<file path="config.mk">
export PLATFORM = sky130hd
export DESIGN_NAME = operand_fetch_flat
export DESIGN_NICKNAME = d
export VERILOG_FILES = /design/src/rtl/operand_fetch_if.sv /design/src/rtl/operand_fetch.sv /design/src/flat_wrapper.sv
export SDC_FILE = /design/constraint.sdc
export NUM_CORES = 1
export LEC_CHECK = 0
export CAP_MARGIN = 5
export CELL_PAD_IN_SITES_DETAIL_PLACEMENT = 0
export CELL_PAD_IN_SITES_GLOBAL_PLACEMENT = 2
export CORE_ASPECT_RATIO = 0.8
export CORE_MARGIN = 3
export CORE_UTILIZATION = 39
export DETAILED_ROUTE_END_ITERATION = 8
export DONT_BUFFER_PORTS = 1
export PLACE_DENSITY_LB_ADDON = 0.1
export REMOVE_ABC_BUFFERS = 1
export SLEW_MARGIN = 20
export SYNTH_ARGS = -nofsm -noshare
export SYNTH_HDL_FRONTEND = slang
export SYNTH_SLANG_ARGS = --single-unit
</file>
<file path="constraint.sdc">
create_clock -name iClk -period 4.8 [get_ports iClk]
set_clock_uncertainty 0.1 [all_clocks]
set_input_delay 0.96 -clock iClk [delete_from_list [all_inputs] [get_ports iClk]]
set_output_delay 0.96 -clock iClk [all_outputs]
set_load 0.01 [all_outputs]
</file>
<file path="src/rtl/operand_fetch_if.sv">
// operand_fetch_if: decode-side inputs, register file port and execute-side bundle of operand_fetch
interface operand_fetch_if #(
  parameter int CtrlWidth = 16
);
  logic                 iValid, oReady;
  logic [4:0]           iRs1Addr, iRs2Addr, iRdAddr;
  logic                 iUseRs1, iUseRs2, iRdWrite;
  logic [31:0]          iPc, iImm;
  logic [CtrlWidth-1:0] iCtrl;
  logic [4:0]           oAddr_Rs1, oAddr_Rs2;
  logic [31:0]          iRs1Data, iRs2Data;
  logic                 iWbValid;
  logic [4:0]           iWbAddr;
  logic [31:0]          iWbData;
  logic                 iSqValid;
  logic [4:0]           iSqAddr;
  logic                 iFlush;
  logic                 oValid, iReady;
  logic [31:0]          oRs1, oRs2, oPc, oImm;
  logic [4:0]           oRdAddr;
  logic                 oRdWrite;
  logic [CtrlWidth-1:0] oCtrl;
  modport master (
    output iValid, iRs1Addr, iRs2Addr, iRdAddr, iUseRs1, iUseRs2, iRdWrite, iPc, iImm, iCtrl,
           iRs1Data, iRs2Data, iWbValid, iWbAddr, iWbData, iSqValid, iSqAddr, iFlush, iReady,
    input  oReady, oAddr_Rs1, oAddr_Rs2, oValid, oRs1, oRs2, oPc, oImm, oRdAddr, oRdWrite, oCtrl
  );
  modport slave (
    input  iValid, iRs1Addr, iRs2Addr, iRdAddr, iUseRs1, iUseRs2, iRdWrite, iPc, iImm, iCtrl,
           iRs1Data, iRs2Data, iWbValid, iWbAddr, iWbData, iSqValid, iSqAddr, iFlush, iReady,
    output oReady, oAddr_Rs1, oAddr_Rs2, oValid, oRs1, oRs2, oPc, oImm, oRdAddr, oRdWrite, oCtrl
  );
endinterface

</file>
<file path="src/rtl/operand_fetch.sv">
// operand_fetch: RV32 operand fetch with busy scoreboard; define OPERAND_FETCH_BYPASS_EN to forward writeback data
module operand_fetch #(
  parameter int NRegs = 32
) (
  input logic iClk,
  input logic nRst,
  operand_fetch_if.slave bus
);
  localparam logic [NRegs-1:0] One = 1;
  logic [NRegs-1:0] busy, setv, clrv;
  logic rs1nz, rs2nz, byp1, byp2, hz1, hz2, waw, accept;
  logic [31:0] op1, op2;
  assign bus.oAddr_Rs1 = bus.iRs1Addr;
  assign bus.oAddr_Rs2 = bus.iRs2Addr;
  assign rs1nz = |bus.iRs1Addr;
  assign rs2nz = |bus.iRs2Addr;
`ifdef OPERAND_FETCH_BYPASS_EN
  assign byp1 = bus.iWbValid & (bus.iWbAddr == bus.iRs1Addr) & rs1nz;
  assign byp2 = bus.iWbValid & (bus.iWbAddr == bus.iRs2Addr) & rs2nz;
  assign hz1 = bus.iUseRs1 & rs1nz & busy[bus.iRs1Addr] & !byp1;
  assign hz2 = bus.iUseRs2 & rs2nz & busy[bus.iRs2Addr] & !byp2;
`else
  // the register file write lands this edge, so a same-cycle writeback still stalls
  assign byp1 = 1'b0;
  assign byp2 = 1'b0;
  assign hz1 = bus.iUseRs1 & rs1nz & (busy[bus.iRs1Addr] | (bus.iWbValid & (bus.iWbAddr == bus.iRs1Addr)));
  assign hz2 = bus.iUseRs2 & rs2nz & (busy[bus.iRs2Addr] | (bus.iWbValid & (bus.iWbAddr == bus.iRs2Addr)));
`endif
  assign waw = bus.iRdWrite & (|bus.iRdAddr) & busy[bus.iRdAddr];
  assign bus.oReady = !(hz1 | hz2 | waw) & (!bus.oValid | bus.iReady) & !bus.iFlush;
  assign accept = bus.iValid & bus.oReady;
  assign op1 = !rs1nz ? '0 : byp1 ? bus.iWbData : bus.iRs1Data;
  assign op2 = !rs2nz ? '0 : byp2 ? bus.iWbData : bus.iRs2Data;
  assign setv = (accept & bus.iRdWrite) ? One << bus.iRdAddr : '0;
  assign clrv = (bus.iWbValid ? One << bus.iWbAddr : '0)
              | (bus.iSqValid ? One << bus.iSqAddr : '0)
              | ((bus.iFlush & bus.oValid & bus.oRdWrite) ? One << bus.oRdAddr : '0);
  always_ff @(posedge iClk or negedge nRst)
    if (!nRst) begin
      busy <= '0;
      bus.oValid <= 1'b0;
      bus.oRs1 <= '0;
      bus.oRs2 <= '0;
      bus.oPc <= '0;
      bus.oImm <= '0;
      bus.oRdAddr <= '0;
      bus.oRdWrite <= 1'b0;
      bus.oCtrl <= '0;
    end else begin
      busy <= (setv | (busy & ~clrv)) & ~One;
      bus.oValid <= !bus.iFlush & (accept | (bus.oValid & !bus.iReady));
      if (accept) begin
        bus.oRs1 <= op1;
        bus.oRs2 <= op2;
        bus.oPc <= bus.iPc;
        bus.oImm <= bus.iImm;
        bus.oRdAddr <= bus.iRdAddr;
        bus.oRdWrite <= bus.iRdWrite;
        bus.oCtrl <= bus.iCtrl;
      end
    end
endmodule

</file>
<file path="src/flat_wrapper.sv">
// flat-port wrapper written by rule: the top's interface ports become plain ports
module operand_fetch_flat 
#(
  parameter int NRegs = 32
)
  (iClk, nRst, bus_iValid, bus_iRs1Addr, bus_iRs2Addr, bus_iRdAddr, bus_iUseRs1, bus_iUseRs2, bus_iRdWrite, bus_iPc, bus_iImm, bus_iCtrl, bus_iRs1Data, bus_iRs2Data, bus_iWbValid, bus_iWbAddr, bus_iWbData, bus_iSqValid, bus_iSqAddr, bus_iFlush, bus_iReady, bus_oReady, bus_oAddr_Rs1, bus_oAddr_Rs2, bus_oValid, bus_oRs1, bus_oRs2, bus_oPc, bus_oImm, bus_oRdAddr, bus_oRdWrite, bus_oCtrl);
  operand_fetch_if #(.CtrlWidth(16)) bus_i ();
  input logic iClk;
  input logic nRst;
  input wire logic [$bits(bus_i.iValid)-1:0] bus_iValid;
  input wire logic [$bits(bus_i.iRs1Addr)-1:0] bus_iRs1Addr;
  input wire logic [$bits(bus_i.iRs2Addr)-1:0] bus_iRs2Addr;
  input wire logic [$bits(bus_i.iRdAddr)-1:0] bus_iRdAddr;
  input wire logic [$bits(bus_i.iUseRs1)-1:0] bus_iUseRs1;
  input wire logic [$bits(bus_i.iUseRs2)-1:0] bus_iUseRs2;
  input wire logic [$bits(bus_i.iRdWrite)-1:0] bus_iRdWrite;
  input wire logic [$bits(bus_i.iPc)-1:0] bus_iPc;
  input wire logic [$bits(bus_i.iImm)-1:0] bus_iImm;
  input wire logic [$bits(bus_i.iCtrl)-1:0] bus_iCtrl;
  input wire logic [$bits(bus_i.iRs1Data)-1:0] bus_iRs1Data;
  input wire logic [$bits(bus_i.iRs2Data)-1:0] bus_iRs2Data;
  input wire logic [$bits(bus_i.iWbValid)-1:0] bus_iWbValid;
  input wire logic [$bits(bus_i.iWbAddr)-1:0] bus_iWbAddr;
  input wire logic [$bits(bus_i.iWbData)-1:0] bus_iWbData;
  input wire logic [$bits(bus_i.iSqValid)-1:0] bus_iSqValid;
  input wire logic [$bits(bus_i.iSqAddr)-1:0] bus_iSqAddr;
  input wire logic [$bits(bus_i.iFlush)-1:0] bus_iFlush;
  input wire logic [$bits(bus_i.iReady)-1:0] bus_iReady;
  output wire logic [$bits(bus_i.oReady)-1:0] bus_oReady;
  output wire logic [$bits(bus_i.oAddr_Rs1)-1:0] bus_oAddr_Rs1;
  output wire logic [$bits(bus_i.oAddr_Rs2)-1:0] bus_oAddr_Rs2;
  output wire logic [$bits(bus_i.oValid)-1:0] bus_oValid;
  output wire logic [$bits(bus_i.oRs1)-1:0] bus_oRs1;
  output wire logic [$bits(bus_i.oRs2)-1:0] bus_oRs2;
  output wire logic [$bits(bus_i.oPc)-1:0] bus_oPc;
  output wire logic [$bits(bus_i.oImm)-1:0] bus_oImm;
  output wire logic [$bits(bus_i.oRdAddr)-1:0] bus_oRdAddr;
  output wire logic [$bits(bus_i.oRdWrite)-1:0] bus_oRdWrite;
  output wire logic [$bits(bus_i.oCtrl)-1:0] bus_oCtrl;
  assign bus_i.iValid = bus_iValid;
  assign bus_i.iRs1Addr = bus_iRs1Addr;
  assign bus_i.iRs2Addr = bus_iRs2Addr;
  assign bus_i.iRdAddr = bus_iRdAddr;
  assign bus_i.iUseRs1 = bus_iUseRs1;
  assign bus_i.iUseRs2 = bus_iUseRs2;
  assign bus_i.iRdWrite = bus_iRdWrite;
  assign bus_i.iPc = bus_iPc;
  assign bus_i.iImm = bus_iImm;
  assign bus_i.iCtrl = bus_iCtrl;
  assign bus_i.iRs1Data = bus_iRs1Data;
  assign bus_i.iRs2Data = bus_iRs2Data;
  assign bus_i.iWbValid = bus_iWbValid;
  assign bus_i.iWbAddr = bus_iWbAddr;
  assign bus_i.iWbData = bus_iWbData;
  assign bus_i.iSqValid = bus_iSqValid;
  assign bus_i.iSqAddr = bus_iSqAddr;
  assign bus_i.iFlush = bus_iFlush;
  assign bus_i.iReady = bus_iReady;
  assign bus_oReady = bus_i.oReady;
  assign bus_oAddr_Rs1 = bus_i.oAddr_Rs1;
  assign bus_oAddr_Rs2 = bus_i.oAddr_Rs2;
  assign bus_oValid = bus_i.oValid;
  assign bus_oRs1 = bus_i.oRs1;
  assign bus_oRs2 = bus_i.oRs2;
  assign bus_oPc = bus_i.oPc;
  assign bus_oImm = bus_i.oImm;
  assign bus_oRdAddr = bus_i.oRdAddr;
  assign bus_oRdWrite = bus_i.oRdWrite;
  assign bus_oCtrl = bus_i.oCtrl;
  operand_fetch #(.NRegs(NRegs)) u_core (.iClk(iClk), .nRst(nRst), .bus(bus_i));
endmodule
</file>
# Yosys cells after proc, flatten, opt, wreduce, memory -nomap -nowiden
# Index checks and enable logic that the tools add are counted.
# op_classes
order_cmp	3
n_eq_ne	2
shifts	4
mux	12
n_bitwise	27
n_reduce_logical	7
# ops
cell	n
$mux 32	6
$shl 1x5->32 const A	4
$or 32x32->32	3
$and 32x32->32	1
$not 32->32	1
$lt 5x6->1 const B	3
$and 1x1->1	16
$bmux 1 s5	3
$reduce_or 5->1	3
$eq 5x5->1	2
$or 1x1->1	6
$logic_not 1->1	4
$mux 1	3
# totals
regBits	182
in_bits	211
output_inout_bits	162
wordCells	64

# Depth between registers and ports, before layout
# depth
ltp_word	13
ltp_mapped	12
depth_no_buf	7

# Worst setup path before layout
# Ideal clock, no wire load.
# synth_path
path_kind	input-to-output
from	in bus_iRs2Addr[0]
to	out bus_oReady
arrival_ns	2.749
required_ns	3.740
slack_ns	0.991
stages	8
n_path_buf	2
path_cell_list	buf_6 > mux4_2 > a21boi_1 > and3b_1 > a311oi_1 > o22ai_1 > nor2_2 > buf_2
# synth_via
elab_chain_cells	9
word_cells_on_any_way	13
cone_classes	1 x eq/ne; 2 x mux; 8 x bitwise; 2 x reduce/logical
# synth_lines
element	line	text
from (decl)	flat_wrapper.sv:12	input wire logic [$bits(bus_i.iRs2Addr)-1:0] bus_iRs2Addr;
$bmux 1 s5 or $eq 5x5->1 (tied branches)	operand_fetch.sv:27	assign hz2 = bus.iUseRs2 & rs2nz & (busy[bus.iRs2Addr] | (bus.iWbValid & (bus.iWbAddr == bus.iRs2Addr)));
$mux 1 (implied by the code) or $and 1x1->1 (tied branches)	operand_fetch.sv:27	
$or 1x1->1	operand_fetch.sv:27	
$and 1x1->1 (*)	operand_fetch.sv:27	
$or 1x1->1 (*) (2 in series)	operand_fetch.sv:30	assign bus.oReady = !(hz1 | hz2 | waw) & (!bus.oValid | bus.iReady) & !bus.iFlush;
$logic_not 1->1 (*)	operand_fetch.sv:30	
$and 1x1->1 (*) (2 in series)	operand_fetch.sv:30	
to (decl)	flat_wrapper.sv:29	output wire logic [$bits(bus_i.oReady)-1:0] bus_oReady;
# Mark *: on every way between the ends. The rest lies on a longest branch, timed or not. The select of a mux whose other input is x is not followed.

# Worst setup path in the final report
# Ends and elaborated chain as after synthesis.

==> impl_results.md <==
- # IOs: 373
- Source-to-sink clock delay at the later pin of the worst-skew pair: 0.44 ns
- Fraction of synthesis flops using an asynchronous set or reset pin: 100.0%
- Internal power of the cells: 2984 µW
- Depth of the most critical reg-to-reg path: 8
- Syn Inst Count: 806
- Ratio of cells with drive above 1 in the final layout: 20.18%
- Maximum operating frequency: ~270 MHz
- Max-slew violation count: 0
- Number of input and output port buffers inserted: 0
- Maximum number of pins on one net before global-route repair: ~180
- Number of antenna violations at the first check in global routing: 0
- Most frequent cells in the layout: dfrtp_1 (182), nand2_1 (102), mux2i_1 (81), inv_1 (65), mux2_2 (64)
- Critical path fanouts, max: 11
- Footprint of the flip-flops and latches: 4554 µm²
- CTS Root Cell: clkbuf_16
- Worst EP required: approximately 3.7 ns
- Final hold viol count: 0
- Height of the chip: between 100 and 150 µm
- CTS hold repair buffers: 0
- Number of flops mapped to enable cells by yosys: 0
- Fill cell instance count of the final layout: approximately 2200
- Critical path startpoint: bus_iRs2Addr[0]
- Antenna violation net count after detailed routing: 0
- Arrival time of the worst setup path: 2.69 ns
- Total placed instance area: 9435 µm²
- Flop pwr share: 53.1%
- Placeable core region: 23520 µm²
- Dominant register cell in the synthesized netlist: dfrtp_1
- Switching power total: 1512 µW
- DRT Pass-1 Iters: 5
- Die Outline Area: 25980 µm²
- Post-synth cell types: 52
- Leading cell type in the layout, fill and taps excluded: dfrtp_1
- Clock H-tree levels: 4
- Routed length per placed instance: 24.83 µm
- Critical path endpoint category: output pin
- Overall power consumption: 4496 µW
- Measured slew at the worst slew-check pin: 1.078 ns
- Max incr delay on CP: 0.49 ns
- Total vias in the final route: 6173
- Setup slack on the worst flop-to-flop path: between 1 and 1.5 ns
- Final period util: ~80%
- Final Util: between 40% and 50%
- Final standard cell area without fillers: 10060 µm²
- Nets: 981
- Clk buf depth: 2
- Post-placement worst setup slack: approximately 0.77 ns
- Register clock-pin slew on the reported worst setup and hold paths: about 0.080 ns
- Clock sink total: 182
- Detailed router's first-iteration violation count: 454
- Synth-to-Final Area Change: 7.131%
- Register area share after synthesis: 48.52%
- CP endpoint: bus_oReady
- Final setup violation count: 0
- Half-perimeter wire length of the detailed placement result: 20.50 mm
- VDD IR-drop max: 0.2337 mV
- Clock tree from TritonCTS: yes
- DRC Markers: 0
- Final worst slack: 1.052 ns
- Switching share of power: 33.63%
- Die width: 179.5 µm
- Total length of routed wires: 27.19 mm
- Combined global-route utilization of all metal layers: 20.72%
- Syn avg cell area: approximately 12 µm²
- Area share of the largest cell type after synthesis: 48.52%
- Footprint of the multi-input gates: 4156 µm²
- Placer Congestion: 0.8488
- Vias in the first global route: 6418
- Total instance count after detailed placement: ~1100
- Worst-path cell with the longest stage delay: mux4_2
- Total number of yosys warnings: 0
- Non-filler cells, final: around 1100
- RSZ-0062 raised after global routing: no
- Post-layout min period: roughly 3.7 ns
- Run status: finished, final reports clean
- Worst min-delay path category: input port to asynchronous set/reset pin
- Overflow after GRT: 0
- Number of synthesized register bits: 182
- Top cells by area in the synthesized netlist: dfrtp_1 (49%), mux2i_1 (8.6%), mux2_2 (7.7%)
- Critical path class: input port to output pin
- Number of gates resized after cts: 0
- Worst max-slew margin expressed relative to the limit: 28.01%
- Total CTS buffers: 17
- Share of total power in the clock network: 32.2%
- Reported leakage power: about 0.0047 µW
- Cell accounting for the most synthesized area: dfrtp_1
- Maximum capacitance violations: 0
- Initial core utilization: 39.90%
- Number of post-CTS setup repair buffers: 0
- Area of the mapped netlist: between 9000 and 10000 µm²
- Worst reg2reg path startpoint: u_core.busy[18]
- Placement row count: 50
- Areal power density over the cells: around 450 nW/µm²
- Wire length of the first global-routing pass: 41.29 mm
- Crit path cell chain: mux4_2 -> a21boi_1 -> and3b_1 -> a311oi_1 -> o22ai_1 -> nor2_2
- Diodes inserted: 0
- Worst setup SP type: input port
- Mean number of vias per cell: 5.637
- End of the worst register-to-register path: u_core.bus.oImm[2]
- Part of the power in combinational logic: 14.7%
## power by group through the flow
stage / clock network [µW] / logic (µW) / registers (µW)
global placement: 0 / 638 / 2420
finish: 1450 / 663 / 2390
global route: 1550 / 741 / 2440
floorplan: 0 / 597 / 2270
CTS: 1490 / 671 / 2400
detailed placement: 0 / 668 / 2420
## worst min path at each step
stage | startpoint | slack (ns) | end | cells after the start
after global placement | u_core.bus.oRs2[16] | 0.46 | u_core.bus.oRs2[16] | 2
after CTS | nRst | 0.09 | u_core.bus.oRs2[21] | 0
after floorplan | u_core.busy[6] | 0.42 | u_core.busy[6] | 2
after global routing | nRst | 0.08 | u_core.bus.oRs2[20] | 0
after detailed placement | u_core.bus.oRs1[15] | 0.47 | u_core.bus.oRs1[15] | 2
final | nRst | 0.11 | u_core.bus.oRs2[15] | 0
## cells in the mapped netlist, types with 2 or more instances
cell type / instances
dfrtp_1: 182
nand2_1: 102
mux2i_1: 81
inv_1: 65
mux2_2: 64
a22oi_1: 31
nor2_1: 27
mux2_4: 25
clkbuf_1: 22
buf_4: 19
a41o_1: 17
mux4_2: 17
a21oi_1: 12
o211a_1: 12
nor3b_1: 10
nor2b_1: 9
buf_6: 8
nor3_1: 8
xor2_1: 8
a31o_2: 7
buf_2: 7
nand3_1: 7
a31oi_1: 6
and3_1: 6
and3b_1: 5
o211ai_1: 5
a21o_1: 4
buf_12: 4
o21ai_0: 4
nor4_1: 3
a32o_1: 2
buf_1: 2
nand2b_1: 2
nand3b_1: 2
nor4bb_1: 2
or2_2: 2
xnor2_1: 2
## critical path, delay by kind of cell
family	cells	cell delay, ns
AO/OA/AOI/OAI	3	0.76
multiplexers	1	0.49
AND/OR/NAND/NOR	2	0.47
## metal layers
layer / up-vias / part of all wire, % / global-route usage (%)
met1: 3076 / 41 / 26.95
met4: 0 / 1.9 / 6.347
met3: 36 / 10 / 7.546
met2: 301 / 47 / 32.80
li1: 2760 / - / -
met5: - / 0 / 0
## registers in the layout (all words and copies together), names as in the netlist
name and count:
u_core.bus.oRdWrite 1, u_core.bus.oCtrl 16, u_core.busy 31, u_core.bus.oImm 32
u_core.bus.oRdAddr 5, u_core.bus.oRs1 32, u_core.bus.oValid 1, u_core.bus.oPc 32
u_core.bus.oRs2 32
## kinds of logic (layout without fill, tap and decap cells)
| family | Yosys count | in the layout | share of synthesized area (%) |
|---|---|---|---|
| buf+inv | 127 | 104 | 7.265 |
| flops | 182 | 182 | 48.52 |
| mux | 187 | 187 | 24.39 |
| xor+xnor | 10 | 10 | 0.9331 |
| simple gates | 192 | 192 | 9.638 |
| compound gates | 108 | 108 | 9.251 |
## through the flow
stage,TNS (ns),hold WS [ns]
floorplan,-888.41,0.4193
global placement,0,0.4637
detailed placement,0,0.4692
CTS,0,0.08861
global route,0,0.08089
finish,0,0.1053
## layout make-up
cell class / instances / share of cell area (%)
Tap cell: 312 / 3.882
Sequential cell: 182 / 45.29
Timing Repair Buffer: 7 / 0.8959
Inverter: 65 / 2.426
Clock inverter: 15 / 1.941
Clock buffer: 17 / 4.230
Multi-Input combinational cell: 497 / 41.33
No activity file was read; power rests on OpenSTA's default activity.
